### config.mk
export PLATFORM = sky130hd
export DESIGN_NAME = exc_controller
export DESIGN_NICKNAME = d
export VERILOG_FILES = /design/src/rtl/exc_controller.sv
export SDC_FILE = /design/constraint.sdc
export NUM_CORES = 1
export LEC_CHECK = 0
export CORE_MARGIN = 5
export CORE_UTILIZATION = 50
export CTS_CLUSTER_SIZE = 14
export DETAILED_ROUTE_END_ITERATION = 10
export GPL_ROUTABILITY_DRIVEN = 0
export PLACE_DENSITY = 0.9
export SLEW_MARGIN = 20
export SYNTH_ARGS = -nofsm -noshare
export SYNTH_HDL_FRONTEND = slang
export SYNTH_SLANG_ARGS = --single-unit
### constraint.sdc
create_clock -name clk -period 5.8 [get_ports clk]
set_clock_uncertainty 0.1 [all_clocks]
set_input_delay 1.16 -clock clk [delete_from_list [all_inputs] [get_ports clk]]
set_output_delay 1.16 -clock clk [all_outputs]
set_load 0.01 [all_outputs]
### src/rtl/exc_controller.sv
// ---------------------------------------------------------------------------
// exc_controller
//   Exception sequencer for the pipelined LEGv8 core. Exception request
//   pulses are latched into a pending vector. The lowest-index pending and
//   enabled source wins arbitration. The pipeline is then drained for
//   FLUSH_CYCLES cycles. After that, a one-cycle Exc pulse is issued with
//   the cause code. The block then waits for the fetch stage to reach the
//   vector (ExcAck), and finally tracks the handler until ERet. Nested
//   exceptions are not dispatched: new requests only accumulate in pending
//   until the handler returns.
//
// Ports
//   clk          in   core clock
//   reset        in   asynchronous, active-high reset
//   exc_req      in   [NSRC]  single-cycle request pulses, one per source
//   exc_en       in   [NSRC]  per-source dispatch enable mask
//   ERet         in   ERET instruction in EX this cycle
//   ExcAck       in   fetch address equals exception vector
//   Exc          out  one-cycle pulse: enter exception
//   EStatus      out  [4]  cause = winning index + 1, 0 = none
//   flush        out  squash IF/ID/EX pipeline registers
//   stall_F      out  hold PC / fetch stage
//   in_handler   out  handler executing
//   pending      out  [NSRC] latched, not-yet-dispatched requests
//   timeout_err  out  sticky: ExcAck never arrived
// ---------------------------------------------------------------------------
module exc_controller #(
  parameter int NSRC         = 4,
  parameter int FLUSH_CYCLES = 3,
  parameter int ACK_TIMEOUT  = 16
) (
  input  logic            clk,
  input  logic            reset,
  input  logic [NSRC-1:0] exc_req,
  input  logic [NSRC-1:0] exc_en,
  input  logic            ERet,
  input  logic            ExcAck,
  output logic            Exc,
  output logic [3:0]      EStatus,
  output logic            flush,
  output logic            stall_F,
  output logic            in_handler,
  output logic [NSRC-1:0] pending,
  output logic            timeout_err
);

  localparam int CNT_MAX = (FLUSH_CYCLES > ACK_TIMEOUT) ? FLUSH_CYCLES : ACK_TIMEOUT;
  localparam int CW      = $clog2(CNT_MAX) + 1;

  typedef enum logic [2:0] {
    S_IDLE     = 3'd0,
    S_DRAIN    = 3'd1,
    S_SIGNAL   = 3'd2,
    S_WAIT_ACK = 3'd3,
    S_HANDLER  = 3'd4
  } state_t;

  state_t          r_state;
  state_t          w_state_next;
  logic [CW-1:0]   r_cnt;
  logic [CW-1:0]   w_cnt_next;
  logic [3:0]      r_cause;
  logic [3:0]      w_cause_next;
  logic [NSRC-1:0] r_pending;
  logic            r_timeout_err;
  logic            w_set_timeout;
  logic [NSRC-1:0] w_eligible;
  logic [NSRC-1:0] w_clr;
  logic [3:0]      w_win_idx;

  assign w_eligible = r_pending & exc_en;

  // Lowest set index wins; iterate downward so the last hit is the lowest.
  always_comb begin
    w_win_idx = 4'd0;
    for (int i = NSRC - 1; i >= 0; i--) begin
      if (w_eligible[i]) w_win_idx = i[3:0];
    end
  end

  // Pending bits: a new request on the same edge as the dispatch clear wins,
  // so a re-request during SIGNAL is kept as a fresh event.
  generate
    for (genvar gi = 0; gi < NSRC; gi++) begin : g_pending
      assign w_clr[gi] = (r_state == S_SIGNAL) && (r_cause == 4'(gi + 1));

      always_ff @(posedge clk or posedge reset) begin
        if (reset) r_pending[gi] <= 1'b0;
        else       r_pending[gi] <= exc_req[gi] | (r_pending[gi] & ~w_clr[gi]);
      end
    end
  endgenerate

  always_ff @(posedge clk or posedge reset) begin
    if (reset) begin
      r_state       <= S_IDLE;
      r_cnt         <= '0;
      r_cause       <= 4'd0;
      r_timeout_err <= 1'b0;
    end else begin
      r_state <= w_state_next;
      r_cnt   <= w_cnt_next;
      r_cause <= w_cause_next;
      if (w_set_timeout) r_timeout_err <= 1'b1;
    end
  end

  always_comb begin
    w_state_next  = r_state;
    w_cnt_next    = r_cnt;
    w_cause_next  = r_cause;
    w_set_timeout = 1'b0;
    Exc           = 1'b0;
    EStatus       = 4'd0;
    flush         = 1'b0;
    stall_F       = 1'b0;
    in_handler    = 1'b0;

    case (r_state)
      S_IDLE: begin
        if (|w_eligible) begin
          w_state_next = S_DRAIN;
          w_cnt_next   = CW'(FLUSH_CYCLES - 1);
          w_cause_next = w_win_idx + 4'd1;
        end
      end
      S_DRAIN: begin
        flush   = 1'b1;
        stall_F = 1'b1;
        if (r_cnt == '0) w_state_next = S_SIGNAL;
        else             w_cnt_next   = r_cnt - 1'b1;
      end
      S_SIGNAL: begin
        Exc          = 1'b1;
        flush        = 1'b1;
        EStatus      = r_cause;
        w_cnt_next   = '0;
        w_state_next = S_WAIT_ACK;
      end
      S_WAIT_ACK: begin
        EStatus = r_cause;
        // ExcAck takes precedence over a timeout on the same cycle.
        if (ExcAck) begin
          w_state_next = S_HANDLER;
        end else if (r_cnt == CW'(ACK_TIMEOUT - 1)) begin
          w_set_timeout = 1'b1;
          w_state_next  = S_IDLE;
        end else begin
          w_cnt_next = r_cnt + 1'b1;
        end
      end
      S_HANDLER: begin
        in_handler = 1'b1;
        EStatus    = r_cause;
        // ERET squashes the younger instructions behind it this same cycle.
        if (ERet) begin
          flush        = 1'b1;
          w_state_next = S_IDLE;
        end
      end
      default: w_state_next = S_IDLE;
    endcase
  end

  assign pending     = r_pending;
  assign timeout_err = r_timeout_err;

endmodule

==> results.json, run 1 <==
{
  "synthCells": 108,
  "core_um2": 1940,
  "hold_violations": 0,
  "p_int_uw": 385,
  "die_y_um": 54.7,
  "wl_per_cell_um": 13.9,
  "hold_path_depth": 1,
  "irDropWorstVdd_mv": 0.326,
  "hold_end": "timeout_err$_DFFE_PP0P_",
  "async_flop_share_pct": 100,
  "ys_seq_elements": 16,
  "cp-end-kind": "output port",
  "worstSetupPathType": "input port to output port",
  "pwr-share-seq_pct": 31.9,
  "syn2layout_area_growth_pct": 28.4,
  "grtUsageMet3_pct": 3.00,
  "max-slew-margin-rel_pct": 60.1,
  "period_share_pct": 65.7,
  "reg2reg_to": "r_cnt[4]$_DFFE_PP0P_",
  "met1_usage_pct": 18.4,
  "worstHoldStart": "timeout_err$_DFFE_PP0P_",
  "port_buffers": 23,
  "grt_pass1_vias": 869,
  "ys_warn_count": 0,
  "status": "complete, no violations",
  "ctsRootBufferMaster": "clkbuf_4",
  "cts_made_buffers": 3,
  "syn_area_um2": 998,
  "drc": 0,
  "hold_class": "register to register",
  "synth-edff-count": 0,
  "tns_ns": 0,
  "p_comb_share_pct": 56.8,
  "r2r-start": "r_state[2]$_DFFE_PP0P_",
  "die_w_um": 54.7,
  "initial_core_util_pct": 51.4,
  "grt_use_met2_pct": 31.9,
  "viasPerCell": 5.53,
  "max_freq_mhz": 262,
  "antennaDiodeCount": 0,
  "syn_avg_cell_area_um2": 9.24,
  "cp_max_fo": 2,
  "hpwl_um": 1770,
  "finalInstanceArea_um2": 1280,
  "yosysUniqueCellTypes": 38,
  "antenna_left": 0,
  "clockPowerShare_pct": 11.3,
  "cts.clk_slew.worst_paths_ns": 0.09,
  "first_pass_iters": 4,
  "seq_area_frac_synth_pct": 40.1,
  "track_usage_pct": 17.2,
  "via_count": 880,
  "post-route-min-period_ns": 3.81,
  "arrival_ns": 2.55,
  "grt_max_degree": 20,
  "grt-ovfl-total": 0,
  "final_max_slew_viol_count": 0,
  "clk_latency_ns": 0.29,
  "antenna_found_initial": 0,
  "leakagePower_nw": 0.578,
  "place_ws_ns": 1.99,
  "nNetsFinal": 150,
  "cp.required_ns": 4.54,
  "rsz0062_at_grt": "false",
  "synth_nets": 125,
  "postCtsResizedCells": 0,
  "reg2reg_slack_ns": 3.27,
  "wl_um": 2210,
  "clock_path_buffers": 2,
  "grt_pass1_wl_um": 3660,
  "p_sw_uw": 266,
  "drt-initial-drc-count": 21,
  "postCtsSetupRepairBufs": 0,
  "swShare_pct": 40.9,
  "power_density_nw_per_um2": 508,
  "worstRegToRegCells": 8,
  "drive_gt1_share_pct": 9.85,
  "num_rows": 16,
  "gr-max-usage-layer": "met2",
  "cts_hold_buffers": 0,
  "cts.sinks": 16,
  "setup_ws_ns": 1.99,
  "ys.flop_type": "dfrtp_1",
  "h-tree-depth": 1,
  "placedInstanceArea_um2": 1250,
  "cts_tree": "yes",
  "dieArea_um2": 2990,
  "finalPower_uw": 651,
  "start_kind": "input port",
  "finalSetupViolations": 0,
  "io_pins": 25,
  "maxCapViolCount": 0,
  "worstMarginPinSlew_ns": 0.597
}
[power by group through the flow]
stage               Clock (mW)  Combinational [mW]  Sequential (mW)
detailed placement           0               0.372            0.208
finish                  0.0737               0.370            0.207
global placement             0               0.350            0.203
floorplan                    0               0.289            0.183
CTS                     0.0742               0.374            0.206
global route            0.0819               0.408            0.214
[synth_stat cells (3+ instances only)]
library cell	instances	share of area, %
dfrtp_1	16	40
nand2_1	13	4.9
nor2_1	13	4.9
inv_1	6	2.3
a21o_1	5	3.8
nand3_1	5	2.5
ha_1	4	5.0
o21ai_0	4	2.0
a21oi_1	3	1.5
mux2i_1	3	3.0
nor2b_1	3	1.9
[metal layers]
metal  routed length, um  part of all wire, %  vias up
met5                   0                    0        -
met1                 842                   38      415
met4                  60                  2.7        0
met2                1160                   52       36
li1                    -                    -      420
met3                 153                  6.9        9
[stage by stage]
step                      cells  hold slack [ns]  utilization [%]
after global placement      155            0.355             64.2
final                       159            0.387             66.0
after global routing        159            0.424             66.0
after detailed placement    155            0.366             64.2
after floorplan             108            0.371                -
after CTS                   159            0.393             66.0
[placed cells by master (no fill, tap or decap), types with 2 or more instances in the layout]
cell type        Yosys  routed
a21oi_1              3       3
a22oi_1              2       2
xnor2_1              2       2
dfrtp_1             16      16
ha_1                 4       4
mux2i_1              3       3
a21o_1               5       5
mux2_2               2       2
nor3_1               2       2
nand3_1              5       5
nor2_1              13      13
inv_1                6       6
nand2b_1             2       2
clkbuf_4             0       3
mux2_4               2       2
clkdlybuf4s50_1      0      23
nor2b_1              3       3
o21ai_0              4       4
nand2_1             13      13
[registers in the layout, indices dropped and copies added, names as in the netlist]
| register | count |
|---|---|
| r_cnt | 5 |
| pending | 4 |
| r_cause | 3 |
| r_state | 3 |
| timeout_err | 1 |
[how the worst max path moves through the flow]
stage	startpoint	endpoint	slack, ns	cells after the start
after floorplan	ERet	flush	3.01	4
after detailed placement	ERet	flush	1.99	6
after CTS	ERet	flush	1.98	6
after global routing	ERet	flush	1.90	6
after global placement	ERet	flush	2.06	6
final	ERet	flush	1.99	6
[critical path, stage by stage]
cell	delay (ns)
clkdlybuf4s50_1	0.47
nand2_1	0.06
nor2_1	0.11
nor2_1	0.06
o22ai_1	0.13
clkdlybuf4s50_1	0.56
[cell type report]
type / instances / area [um^2]
Inverter: 6 / 22.5
Clock buffer: 4 / 36.3
Timing Repair Buffer: 23 / 230
Fill cell: 171 / 659
Tap cell: 27 / 33.8
Multi-Input combinational cell: 83 / 559
Sequential cell: 16 / 400
[kinds of logic after synthesis]
group	share of synthesized area, %
buffers and inverters	3.88
flip-flops	40.1
other	0.376
AO/OA/AOI/OAI	14.8
AND/OR/NAND/NOR	22.9
adder cells (fa/ha/maj)	7.02
XOR/XNOR	2.63
multiplexers	8.27
(Power assumes the default switching activity.)
==> run 2: changes to the inputs <==
--- a/config.mk
+++ b/config.mk
@@ -6,11 +6,11 @@
 export NUM_CORES = 1
 export LEC_CHECK = 0
 export CORE_MARGIN = 5
-export CORE_UTILIZATION = 50
+export CORE_UTILIZATION = 43
 export CTS_CLUSTER_SIZE = 14
 export DETAILED_ROUTE_END_ITERATION = 10
 export GPL_ROUTABILITY_DRIVEN = 0
-export PLACE_DENSITY = 0.9
+export PLACE_DENSITY = 0.83
 export SLEW_MARGIN = 20
 export SYNTH_ARGS = -nofsm -noshare
 export SYNTH_HDL_FRONTEND = slang
==> constraint.sdc (replaced) <==
create_clock -name clk -period 3.2 [get_ports clk]
set_clock_uncertainty 0.1 [all_clocks]
set_input_delay 0.64 -clock clk [delete_from_list [all_inputs] [get_ports clk]]
set_output_delay 0.64 -clock clk [all_outputs]
set_load 0.01 [all_outputs]
==> run 2 against run 1 <==
Core utilization is 7.7 points lower; largest cell class unchanged; worst hold slack lost 0.012 ns; non-clock buffer count grew 1; largest power group unchanged; critical path depth unchanged; highest routed layer unchanged.
==> results.json, run 2 (same netlist as run 1, synthesis figures left out) <==
{
  "worstSetupPathType": "input port to output port",
  "nFillCells": 215,
  "drive_gt1_share_pct": 10.5,
  "cts.sinks": 16,
  "post-route-util_pct": 58.4,
  "largest_reg_flops": 5,
  "grt-ovfl-total": 0,
  "worstMarginPinSlew_ns": 0.599,
  "post-route-min-period_ns": 2.73,
  "start_kind": "input port",
  "largest-register": "r_cnt",
  "finalInstanceArea_um2": 1290,
  "wl_um": 2190,
  "cp-end-kind": "output port",
  "nNetsFinal": 151,
  "first_pass_iters": 4,
  "setup_ws_ns": 0.471,
  "h-tree-depth": 1,
  "viasPerCell": 5.45,
  "track_usage_pct": 13.7,
  "dp.cells": 157,
  "mostFrequentLayoutCell": "clkdlybuf4s50_1",
  "ctsRootBufferMaster": "clkbuf_4",
  "hold_violations": 0,
  "cp-startpoint": "ERet",
  "core_um2": 2210,
  "rsz0062_at_grt": "false",
  "drt-initial-drc-count": 10,
  "finalSetupViolations": 0,
  "antennaDiodeCount": 0,
  "finalPower_mw": 1.18,
  "irDropWorstVdd_mv": 0.535,
  "die_y_um": 58.2,
  "antenna_left": 0,
  "dieArea_um2": 3390,
  "cts.clk_slew.worst_paths_ns": 0.09,
  "grt_pass1_wl_um": 3590,
  "layoutNonFillerInstCount": 161,
  "arrival_ns": 1.99,
  "mostFrequentLayoutCells": "clkdlybuf4s50_1 (23), dfrtp_1 (16), nor2_1 (13), nand2_1 (13), inv_1 (6)",
  "multiInputGateArea_um2": 559,
  "cp.required_ns": 2.46,
  "io_pins": 25,
  "max_freq_mhz": 366,
  "grt_pass1_vias": 817,
  "die_w_um": 58.2,
  "clk_latency_ns": 0.29,
  "syn2layout_area_growth_pct": 29.3,
  "grt_max_degree": 17,
  "initial_core_util_pct": 45.1,
  "port_buffers": 23,
  "status": "complete, no violations",
  "hold_slack_ns": 0.375,
  "final_max_slew_viol_count": 0,
  "hpwl_um": 1740,
  "period_share_pct": 85.3,
  "cp_max_fo": 2,
  "clock_path_buffers": 2,
  "place_ws_ns": 0.455,
  "cts_tree": "yes",
  "hold_class": "register to register",
  "antenna_found_initial": 0,
  "tns_ns": 0,
  "maxCapViolCount": 0,
  "cts_hold_buffers": 0,
  "regArea_um2": 400,
  "drc": 0,
  "power_density_nw_per_um2": 913,
  "max-slew-margin-rel_pct": 60.0,
  "postCtsSetupRepairBufs": 0,
  "worstHoldStart": "timeout_err$_DFFE_PP0P_",
  "postCtsResizedCells": 0,
  "leakagePower_nw": 0.584,
  "cts_made_buffers": 3,
  "placedInstanceArea_um2": 1250,
  "via_count": 878,
  "wl_per_cell_um": 13.6,
  "r2r-start": "r_state[2]$_DFFE_PP0P_",
  "num_rows": 17
}
## run 2: cell count changes in the layout (fill, tap and decap cells not counted), sizes merged
cell  change
buf       +1
## run 2: layout make-up
cell class,instances,area share [%]
clock buffers,4,2.81
inverters,6,1.74
multi-input cells,83,43.3
flip-flops and latches,16,31.0
well taps,28,2.71
repair buffers,24,18.4
## run 2: power by group
group	leakage [nW]	switching (mW)	internal, mW
logic	0.377	0.330	0.361
clock network	0.0210	0.0652	0.0693
registers	0.186	0.0825	0.271
## run 2: critical path: stages
cell	delay [ns]
clkdlybuf4s50_1	0.47
nand2_1	0.05
nor2_1	0.09
nor2_1	0.05
o22ai_1	0.12
clkdlybuf4s50_1	0.57
## run 2: final timing paths
kind / slack [ns] / cells after the start / to
setup reg to reg: 0.76 / 8 / r_cnt[4]$_DFFE_PP0P_
hold / removal: 0.37 / 1 / timeout_err$_DFFE_PP0P_
max in group asynchronous: 2.00 / 2 / r_cnt[3]$_DFFE_PP0P_
setup / recovery: 0.47 / 6 / flush
hold reg to reg: 0.37 / 1 / timeout_err$_DFFE_PP0P_
min in group asynchronous: 0.61 / 2 / pending[2]$_DFF_PP0_
## run 2: metal layers
layer | share of wire [%] | vias to the layer above | global-route usage (%)
li1 | - | 426 | -
met1 | 40 | 422 | 14.6
met2 | 53 | 28 | 26.5
met3 | 6.7 | 2 | 2.90
met4 | 0.46 | 0 | 3.97
met5 | 0 | - | 0
==> run 3: changes to the inputs <==
--- a/config.mk
+++ b/config.mk
@@ -5,11 +5,13 @@
 export SDC_FILE = /design/constraint.sdc
 export NUM_CORES = 1
 export LEC_CHECK = 0
+export CORE_ASPECT_RATIO = 0.9
 export CORE_MARGIN = 5
 export CORE_UTILIZATION = 43
 export CTS_CLUSTER_SIZE = 14
 export DETAILED_ROUTE_END_ITERATION = 10
 export GPL_ROUTABILITY_DRIVEN = 0
+export GPL_TIMING_DRIVEN = 1
 export PLACE_DENSITY = 0.83
 export SLEW_MARGIN = 20
 export SYNTH_ARGS = -nofsm -noshare
==> run 3 against run 2 <==
Wire length down 1.7%; non-clock buffer count down 1; highest routed layer unchanged; register-to-register slack worse by 0.04 ns; largest power group unchanged; sequential share of layout area up 0.55 points; global-route usage about the same; first-iteration DRC count rose to 3.9 times the previous value.
==> results.json, run 3 (same netlist as run 1, synthesis figures left out) <==
{
  "status": "complete, no violations",
  "nFillCells": 197,
  "worstMarginPinSlew_ns": 0.605,
  "clk_latency_ns": 0.27,
  "antennaDiodeCount": 0,
  "drt-initial-drc-count": 39,
  "swShare_pct": 41.1,
  "hold_violations": 0,
  "irDropWorstVdd_mv": 0.601,
  "hold_slack_ns": 0.380,
  "worstSetupPathType": "register to output port",
  "post-route-min-period_ns": 2.85,
  "cts_made_buffers": 3,
  "cp_max_fo": 19,
  "pwr-share-seq_pct": 32.8,
  "max-slew-margin-rel_pct": 59.7,
  "postCtsResizedCells": 0,
  "nNetsFinal": 150,
  "ctsRootBufferMaster": "clkbuf_4",
  "cts_tree": "yes",
  "final_max_slew_viol_count": 0,
  "viasPerCell": 5.41,
  "tns_ns": 0,
  "io_pins": 25,
  "leakagePower_nw": 0.571,
  "cp.required_ns": 2.46,
  "h-tree-depth": 1,
  "arrival_ns": 2.11,
  "port_buffers": 23,
  "antenna_left": 0,
  "via_count": 854,
  "clock_path_buffers": 2,
  "reg2reg_slack_ns": 0.72,
  "place_ws_ns": 0.464,
  "rsz0062_at_grt": "false",
  "max_freq_mhz": 351,
  "drc": 0,
  "mostFrequentLayoutCells": "clkdlybuf4s50_1 (23), dfrtp_1 (16), nor2_1 (13), nand2_1 (13), inv_1 (6)",
  "setup_ws_ns": 0.354,
  "p_int_uw": 669,
  "mostFrequentLayoutCell": "clkdlybuf4s50_1",
  "hold_path_depth": 1,
  "syn2layout_area_growth_pct": 27.1,
  "postCtsSetupRepairBufs": 0,
  "power_density_nw_per_um2": 895,
  "clockPowerShare_pct": 9.0,
  "track_usage_pct": 13.6,
  "drive_gt1_share_pct": 9.16,
  "die_w_um": 60.8,
  "wl_um": 2160,
  "p_comb_share_pct": 58.2,
  "antenna_found_initial": 0,
  "cp-end-kind": "output port",
  "grt-ovfl-total": 0,
  "cts.sinks": 16,
  "grt_pass1_wl_um": 3620,
  "hpwl_um": 1630,
  "initial_core_util_pct": 45.3,
  "finalSetupViolations": 0,
  "first_pass_iters": 4,
  "grt_max_degree": 20,
  "p_sw_uw": 467,
  "cts_hold_buffers": 0,
  "die_y_um": 55.7,
  "largest-register": "r_cnt",
  "worstRegToRegCells": 7,
  "period_share_pct": 88.9,
  "largest_reg_flops": 5,
  "hold_class": "register to register",
  "dieArea_um2": 3390,
  "num_rows": 16,
  "grt_pass1_vias": 848,
  "maxCapViolCount": 0,
  "wl_per_cell_um": 13.7,
  "cts.clk_slew.worst_paths_ns": 0.09,
  "core_um2": 2200,
  "start_kind": "register"
}
-- run 3: changes by cell type in the layout (fill, tap and decap cells not counted) --
cell      before  now
buf_4          1    0
clkbuf_8       1    0
-- run 3: through the flow --
step / power, mW / cell area, um^2 / cells / util, %
2_1_floorplan: 0.855 / 998 / 108 / -
3_3_place_gp: 1.00 / 1250 / 155 / 56.6
3_5_place_dp: 1.03 / 1250 / 155 / 56.6
4_1_cts: 1.15 / 1270 / 158 / 57.6
5_1_grt: 1.25 / 1270 / 158 / 57.6
6_report: 1.14 / 1270 / 158 / 57.6
-- run 3: power groups by stage --
stage	registers (mW)	clock network [mW]	logic (mW)
detailed placement	0.374	0	0.658
global placement	0.368	0	0.632
finish	0.373	0.102	0.661
global route	0.386	0.117	0.745
floorplan	0.332	0	0.523
CTS	0.370	0.107	0.670
-- run 3: worst paths after layout --
path / startpoint / endpoint
worst max-delay path: r_state[1]$_DFFE_PP0P_ / EStatus[1]
worst min-delay path: timeout_err$_DFFE_PP0P_ / timeout_err$_DFFE_PP0P_
worst max register to register: r_state[1]$_DFFE_PP0P_ / r_cnt[4]$_DFFE_PP0P_
worst min register to register: timeout_err$_DFFE_PP0P_ / timeout_err$_DFFE_PP0P_
max in group asynchronous: reset / r_state[2]$_DFFE_PP0P_
min in group asynchronous: reset / pending[2]$_DFF_PP0_
-- run 3: area by class of cell --
type                    instances  area (um^2)  area share, %
multi-input cells              83          559           44.1
flip-flops and latches         16          400           31.6
repair buffers                 23          230           18.1
well taps                      27         33.8           2.66
clock buffers                   3         22.5           1.78
inverters                       6         22.5           1.78
-- run 3: critical path: stages, from the launching register on --
cell,delay [ns]
dfrtp_1,0.59
nor3b_1,0.42
nor2_1,0.14
nor2b_1,0.13
clkdlybuf4s50_1,0.54
-- run 3: metal layers --
layer	up-vias	track usage, %	part of all wire (%)
li1	422	-	-
met1	402	17.7	41
met2	28	22.0	49
met3	2	3.02	9.3
met4	0	4.33	0.46
met5	-	0	0
